File: src/rtl/prio_arbiter_pkg.sv
// Shared types for the registered N-way priority / round-robin arbiter.
package arb_pkg;

  typedef enum logic {ARB_FIXED = 1'b0, ARB_RR = 1'b1} arb_mode_e;
  typedef enum logic {IDLE = 1'b0, GRANT = 1'b1} arb_state_e;

endpackage

File: src/rtl/prio_arbiter_if.sv
// Request/grant bundle between requesting channels (master) and the arbiter (slave).
interface prio_arbiter_if #(parameter int N = 8);
  import arb_pkg::*;

  localparam int IDXW = $clog2(N);

  logic [N-1:0]    req;
  arb_mode_e       mode;
  logic            gnt_ready;
  logic            gnt_valid;
  logic [IDXW-1:0] gnt_idx;
  logic [N-1:0]    gnt_onehot;

  modport master (output req, mode, gnt_ready, input gnt_valid, gnt_idx, gnt_onehot);
  modport slave  (input req, mode, gnt_ready, output gnt_valid, gnt_idx, gnt_onehot);

endinterface

File: src/rtl/prio_arbiter_pri_enc_n.sv
// Combinational N-input encoder: reports the highest set index and whether any bit is set.
module pri_enc_n #(
  parameter  int N    = 8,
  localparam int IDXW = $clog2(N)
) (
  input  logic [N-1:0]    in,
  output logic [IDXW-1:0] out,
  output logic            found
);

  always_comb begin
    out   = '0;
    found = 1'b0;
    for (int unsigned i = 0; i < N; i++) begin
      if (in[IDXW'(i)]) begin
        out   = IDXW'(i);
        found = 1'b1;
      end
    end
  end

endmodule

File: src/rtl/prio_arbiter.sv
// Registered N-way arbiter: fixed (highest index wins) or round-robin, grant held until handshake.
module prio_arbiter
  import arb_pkg::*;
#(
  parameter int N = 8
) (
  input logic           clk,
  input logic           rst_n,
  prio_arbiter_if.slave bus
);

  localparam int              IDXW = $clog2(N);
  localparam logic [IDXW-1:0] LAST = IDXW'(N - 1);

  arb_state_e      state_q, state_d;
  logic            valid_q, valid_d;
  logic [IDXW-1:0] idx_q, idx_d;
  logic [N-1:0]    oh_q, oh_d;
  logic [IDXW-1:0] ptr_q, ptr_d;

  logic            hs;
  logic [IDXW-1:0] ptr_dec;
  logic [IDXW-1:0] top;
  logic [N-1:0]    req_rot;
  logic [IDXW-1:0] enc_idx;
  logic [IDXW-1:0] win_idx;
  logic            found;

  // Handshake moves the pointer first; re-arbitration in the same cycle uses the new value.
  always_comb begin
    hs      = (state_q == GRANT) && bus.gnt_ready;
    ptr_dec = (idx_q == '0) ? LAST : idx_q - 1'b1;
    ptr_d   = hs ? ptr_dec : ptr_q;
    top     = (bus.mode == ARB_RR) ? ptr_d : LAST;
  end

  // Rotate so the top-priority index lands on bit N-1; the encoder then picks the winner.
  always_comb begin
    req_rot = '0;
    for (int unsigned j = 0; j < N; j++) begin
      req_rot[IDXW'((j + N - 1 - 32'(top)) % N)] = bus.req[IDXW'(j)];
    end
  end

  pri_enc_n #(.N(N)) u_enc (
    .in    (req_rot),
    .out   (enc_idx),
    .found (found)
  );

  assign win_idx = IDXW'((32'(enc_idx) + 32'(top) + 1) % N);

  always_comb begin
    state_d = state_q;
    valid_d = valid_q;
    idx_d   = idx_q;
    oh_d    = oh_q;
    case (state_q)
      IDLE: begin
        if (found) begin
          state_d       = GRANT;
          valid_d       = 1'b1;
          idx_d         = win_idx;
          oh_d          = '0;
          oh_d[win_idx] = 1'b1;
        end
      end
      GRANT: begin
        if (bus.gnt_ready) begin
          if (found) begin
            valid_d       = 1'b1;
            idx_d         = win_idx;
            oh_d          = '0;
            oh_d[win_idx] = 1'b1;
          end else begin
            state_d = IDLE;
            valid_d = 1'b0;
            idx_d   = '0;
            oh_d    = '0;
          end
        end
      end
      default: begin
        state_d = IDLE;
        valid_d = 1'b0;
        idx_d   = '0;
        oh_d    = '0;
      end
    endcase
  end

  always_ff @(posedge clk or negedge rst_n) begin
    if (!rst_n) begin
      state_q <= IDLE;
      valid_q <= 1'b0;
      idx_q   <= '0;
      oh_q    <= '0;
      ptr_q   <= LAST;
    end else begin
      state_q <= state_d;
      valid_q <= valid_d;
      idx_q   <= idx_d;
      oh_q    <= oh_d;
      ptr_q   <= ptr_d;
    end
  end

  assign bus.gnt_valid  = valid_q;
  assign bus.gnt_idx    = idx_q;
  assign bus.gnt_onehot = oh_q;

endmodule

File: src/flat_wrapper.sv
// flat-port wrapper written by rule: the top's interface ports become plain ports
module prio_arbiter_flat import arb_pkg::*;
#(
  parameter int N = 8
)
  (clk, rst_n, bus_req, bus_mode, bus_gnt_ready, bus_gnt_valid, bus_gnt_idx, bus_gnt_onehot);
  prio_arbiter_if #(.N(N)) bus_i ();
  input logic clk;
  input logic rst_n;
  input wire logic [$bits(bus_i.req)-1:0] bus_req;
  input wire logic [$bits(bus_i.mode)-1:0] bus_mode;
  input wire logic [$bits(bus_i.gnt_ready)-1:0] bus_gnt_ready;
  output wire logic [$bits(bus_i.gnt_valid)-1:0] bus_gnt_valid;
  output wire logic [$bits(bus_i.gnt_idx)-1:0] bus_gnt_idx;
  output wire logic [$bits(bus_i.gnt_onehot)-1:0] bus_gnt_onehot;
  assign bus_i.req = bus_req;
  assign bus_i.mode = bus_mode;
  assign bus_i.gnt_ready = bus_gnt_ready;
  assign bus_gnt_valid = bus_i.gnt_valid;
  assign bus_gnt_idx = bus_i.gnt_idx;
  assign bus_gnt_onehot = bus_i.gnt_onehot;
  prio_arbiter #(.N(N)) u_core (.clk(clk), .rst_n(rst_n), .bus(bus_i));
endmodule
File: config.mk
export PLATFORM = sky130hd
export DESIGN_NAME = prio_arbiter_flat
export DESIGN_NICKNAME = d
export VERILOG_FILES = /design/src/rtl/prio_arbiter_pkg.sv /design/src/rtl/prio_arbiter_if.sv /design/src/rtl/prio_arbiter_pri_enc_n.sv /design/src/rtl/prio_arbiter.sv /design/src/flat_wrapper.sv
export SDC_FILE = /design/constraint.sdc
export NUM_CORES = 1
export LEC_CHECK = 0
export ABC_CLOCK_PERIOD_IN_PS = 6200
export CAP_MARGIN = 30
export CORE_MARGIN = 1.5
export CORE_UTILIZATION = 35
export CTS_CLUSTER_SIZE = 28
export DETAILED_ROUTE_END_ITERATION = 7
export GPL_ROUTABILITY_DRIVEN = 0
export HOLD_SLACK_MARGIN = 0.15
export PLACE_DENSITY_LB_ADDON = 0.05
export SETUP_SLACK_MARGIN = 0.3
export SLEW_MARGIN = 20
export SYNTH_ARGS = -nofsm -noshare
export SYNTH_HDL_FRONTEND = slang
export SYNTH_SLANG_ARGS = --single-unit
File: constraint.sdc
create_clock -name clk -period 6.2 [get_ports clk]
set_input_delay 1.55 -clock clk [delete_from_list [all_inputs] [get_ports clk]]
set_output_delay 1.55 -clock clk [all_outputs]
set_load 0.01 [all_outputs]
==> results of run 1 <==
-- stage by stage --
step,setup slack [ns],cells,instance area (sq um)
2_1_floorplan,0.675,301,2330
3_5_place_dp,-0.0434,414,2790
3_3_place_gp,0.0675,414,2790
6_report,0.510,421,2900
4_1_cts,0.525,420,2890
5_1_grt,0.322,421,2900
-- cell families (layout without fill, tap and decap cells) --
group                      count (synthesis)  after routing  synth area share
AOI/OAI and AO/OA                        104            104             0.361
xor gates and xnor gates                   2              2           0.00751
adders and majority gates                  6              6            0.0354
buffers and inverters                     33             76            0.0670
DFF                                       16             16             0.173
muxes                                     11             11            0.0488
and+or+nand+nor                          129            129             0.307
-- area by class of cell --
| class | instances | area [sq um] | share of cell area |
|---|---|---|---|
| tap | 77 | 96.3 | 0.0332 |
| clock buffer | 4 | 55.1 | 0.0190 |
| sequential | 16 | 404 | 0.139 |
| inverter | 17 | 63.8 | 0.0220 |
| timing repair buffer | 55 | 469 | 0.162 |
| multi-input combinational | 252 | 1810 | 0.625 |
-- where the power goes --
part	internal (mW)	switching [mW]
registers	0.150	0.0447
logic	0.599	0.831
clock network	0.0564	0.0383
total	0.806	0.914
-- routing by layer --
metal	part of all wire	vias up
li1	-	1256
met2	0.43	161
met1	0.46	1311
met4	0.017	0
met5	0	-
met3	0.098	21
-- how the worst min path moves through the flow --
stage,startpoint,endpoint,cells after the start,slack (ns)
2_1_floorplan,u_core.bus.gnt_valid,u_core.bus.gnt_valid,1,0.52
3_5_place_dp,u_core.bus.gnt_valid,u_core.bus.gnt_valid,1,0.47
5_1_grt,u_core.bus.gnt_valid,u_core.bus.gnt_valid,1,0.51
4_1_cts,u_core.bus.gnt_valid,u_core.bus.gnt_valid,1,0.48
3_3_place_gp,u_core.bus.gnt_valid,u_core.bus.gnt_valid,1,0.46
6_report,u_core.bus.gnt_valid,u_core.bus.gnt_valid,1,0.48
-- cell usage in the layout, fill, tap and decap left out, types with 4 or more instances in the layout --
| cell | instances |
|---|---|
| inv_1 | 14 |
| clkbuf_8 | 4 |
| o31ai_1 | 4 |
| o221ai_1 | 6 |
| nor2b_1 | 5 |
| dfrtp_1 | 13 |
| a21oi_1 | 10 |
| clkdlybuf4s50_1 | 22 |
| buf_4 | 32 |
| nor2_1 | 20 |
| nand2b_1 | 5 |
| nand2_1 | 35 |
| nand4_1 | 5 |
| nand3_1 | 13 |
| nand3b_1 | 4 |
| a21o_1 | 4 |
| nor4_1 | 5 |
| a31oi_1 | 7 |
| and2_1 | 4 |
| o22ai_1 | 5 |
| nor3_1 | 9 |
| ha_1 | 4 |
| mux2i_1 | 10 |
| o21ai_0 | 13 |
| a211oi_1 | 4 |
| a221o_1 | 9 |
-- critical path: cells and delay by family --
kind | cells | cell delay (ns)
simple gates | 3 | 0.64
xor+xnor | 1 | 0.23
mux | 1 | 0.08
fa+ha+maj | 3 | 0.79
buf+inv | 4 | 0.79
compound gates | 9 | 1.72
-- what timing repair did --
action,CTS,global route
pin swaps,3,1
resized for setup,7,2
setup endpoints to repair,8,2
buffers inserted,2,1
-- state kept, by name, summed over array words and instances (netlist names) --
register and flops:
u_core.ptr_q 3, u_core.state_q 1, u_core.bus.gnt_valid 1, u_core.bus.gnt_onehot 8, u_core.bus.gnt_idx 3
==> metrics.md, run 1 <==
| Metric | Value |
|---|---|
| Final period util | `0.918` |
| Overflow after GRT | `0` |
| Number of antenna repair diodes | `0` |
| Wire length of the first global-routing pass | `around 13000 um` |
| Total iterations of the first detailed-routing run | `5` |
| Post-Synthesis Cell Area | `2330 sq um` |
| Yosys warns | `0` |
| Pin count of the biggest net entering global routing | `22` |
| CP Max Fanout | `5` |
| Final clock skew | `between 0.003 and 0.004 ns` |
| Number of cells produced by synthesis | `301` |
| End-of-flow core utilization | `0.455` |
| Worst supply voltage drop on vdd | `slightly below 0.3 mV` |
| Register-to-register path setup slack | `1.22 ns` |
| CP Cell Sequence | `clkdlybuf4s50_1 -> inv_2 -> a21oi_4 -> inv_2 -> ha_1 -> inv_1 -> a31oi_1 -> nor2_1 -> o32a_1 -> o21ai_0 -> a221o_1 -> o21ai_0 -> a31oi_1 -> o21ba_2 -> ha_1 -> fa_2 -> xnor2_1 -> nor2_1 -> nand3_1 -> mux2i_1 -> a221o_1` |
| Met2 layer usage reported by global route | `0.330` |
| Later-pin clock latency in the skew report | `approximately 0.25 ns` |
| Reg-to-Reg Start | `u_core.bus.gnt_idx[0]` |
| Number of clock sinks | `16` |
| Core outline area | `between 6000 and 7000 sq um` |
| Cell taking the most area after synthesis | `dfrtp_1` |
| Element type at the critical path end | `register` |
| Total negative slack | `0 ns` |
| H-tree levels | `1` |
| Detailed router's first-iteration violation count | `325` |
| Syn-to-layout area delta | `24.4%` |
| Run status | `finished clean` |
| Portion of the post-synthesis area used by sequential elements | `0.173` |
| Area contributors post-synth | `dfrtp_1 (14%), nand2_1 (5.6%), mux2i_1 (4.3%), a221o_1 (3.9%), dfstp_2 (3.4%)` |
| Height of the chip | `84.7 um` |
| Number of global-route vias before repair | `approximately 2500` |
| Met3 global-route usage | `0.0619` |
| Slowest cell on the critical path | `clkdlybuf4s50_1` |
| Number of I/O pins | `24` |
| Initial antenna violation count | `0` |
| Crit path capture | `u_core.bus.gnt_onehot[4]` |
| Fill count | `between 600 and 700` |
| Min Clock Period, post-route | `5.69 ns` |
| Met1 GRT Util | `0.343` |
| Global-route usage over all layers | `0.231` |
| Slew Limit Fails | `0` |
| Final #Nets | `363` |
| Terminus of the critical flop-to-flop path | `u_core.bus.gnt_onehot[4]` |
| Worst Path Required | `about 6.3 ns` |
| Post-synthesis sequential element count | `16` |
| Fraction of final layout cells with drive strength greater than 1 | `0.209` |
| Maximum root-to-sink buffer count | `2` |
| Die Outline Area | `7170 sq um` |
| FF-to-FF path depth | `23` |
| Detailed-placement wirelength estimate | `6190 um` |
| Critical path startpoint category | `primary input` |
| Post-route ant nets | `0` |
| Count of distinct cell types in the synthesized netlist | `77` |
| Mean cell area of the mapped netlist | `about 7.8 sq um` |
| Most common cell in the synthesized netlist | `nand2_1` |
| Per-cell routed wire length | `19.7 um` |
| Endpoints failing setup | `0` |
| Final Hold Slack | `0.475 ns` |
| Leakage power total | `1.12 nW` |
| Number of synthesized flops with an enable pin | `0` |
| Slowest Stage Delay on Critical Path | `0.53 ns` |
| Remaining routing DRC violations | `0` |
| Effective utilization at floorplan | `0.365` |
| Hold Path Class | `register to register` |
| Dominant register cell in the synthesized netlist | `dfrtp_1` |
| Std cell rows | `29` |
| Max-capacitance violation count | `0` |
| Clock buffers created by TritonCTS | `3` |
| Slew @ Worst Pin | `0.881 ns` |
| Hold violation count in the final report | `0` |
| TritonCTS clock tree | `built` |
| Max Clk Rate | `176 MHz` |
| Number of I/O port buffers | `23` |
| Unrepaired setup endpoints after global routing | `no` |
| Count of hold buffers inserted by post-cts repair | `0` |
| Data arrival time of the worst path | `approximately 5.8 ns` |
| Fraction of synthesis flops using an asynchronous set or reset pin | `1.00` |
| Most used routing layer in global routing | `met1` |
| Most frequent cells after synthesis | `nand2_1 (35), nor2_1 (20), inv_1 (14), nand3_1 (14)` |
| Detailed-route via count | `2749` |
| Clock root cell | `clkbuf_8` |
| Wire length after detailed routing | `8270 um` |
| Source of the critical timing path | `bus_mode` |
| Path type of the worst setup path | `primary input to register` |
| Slew Limit Headroom | `0.412` |
| Nets in the synthesized netlist | `319` |
| Die Width | `84.7 um` |
| Portion of synthesized cell area occupied by the leading cell type | `0.139` |
| Clock transition time at the flip-flop clock pins of the worst setup and hold paths | `0.07 ns` |
| Drt via density | `6.53` |
| Power consumption | `1.72 mW` |
| Power per cell area | `593 nW/um^2` |
Note: power is estimated with default switching activity, not from simulation.
==> run 2, diff against run 1 <==
Settings changed: SLEW_MARGIN 20 to 10.
==> results of run 2 <==
Final layout, timing and power as in run 1 (identical DEF).
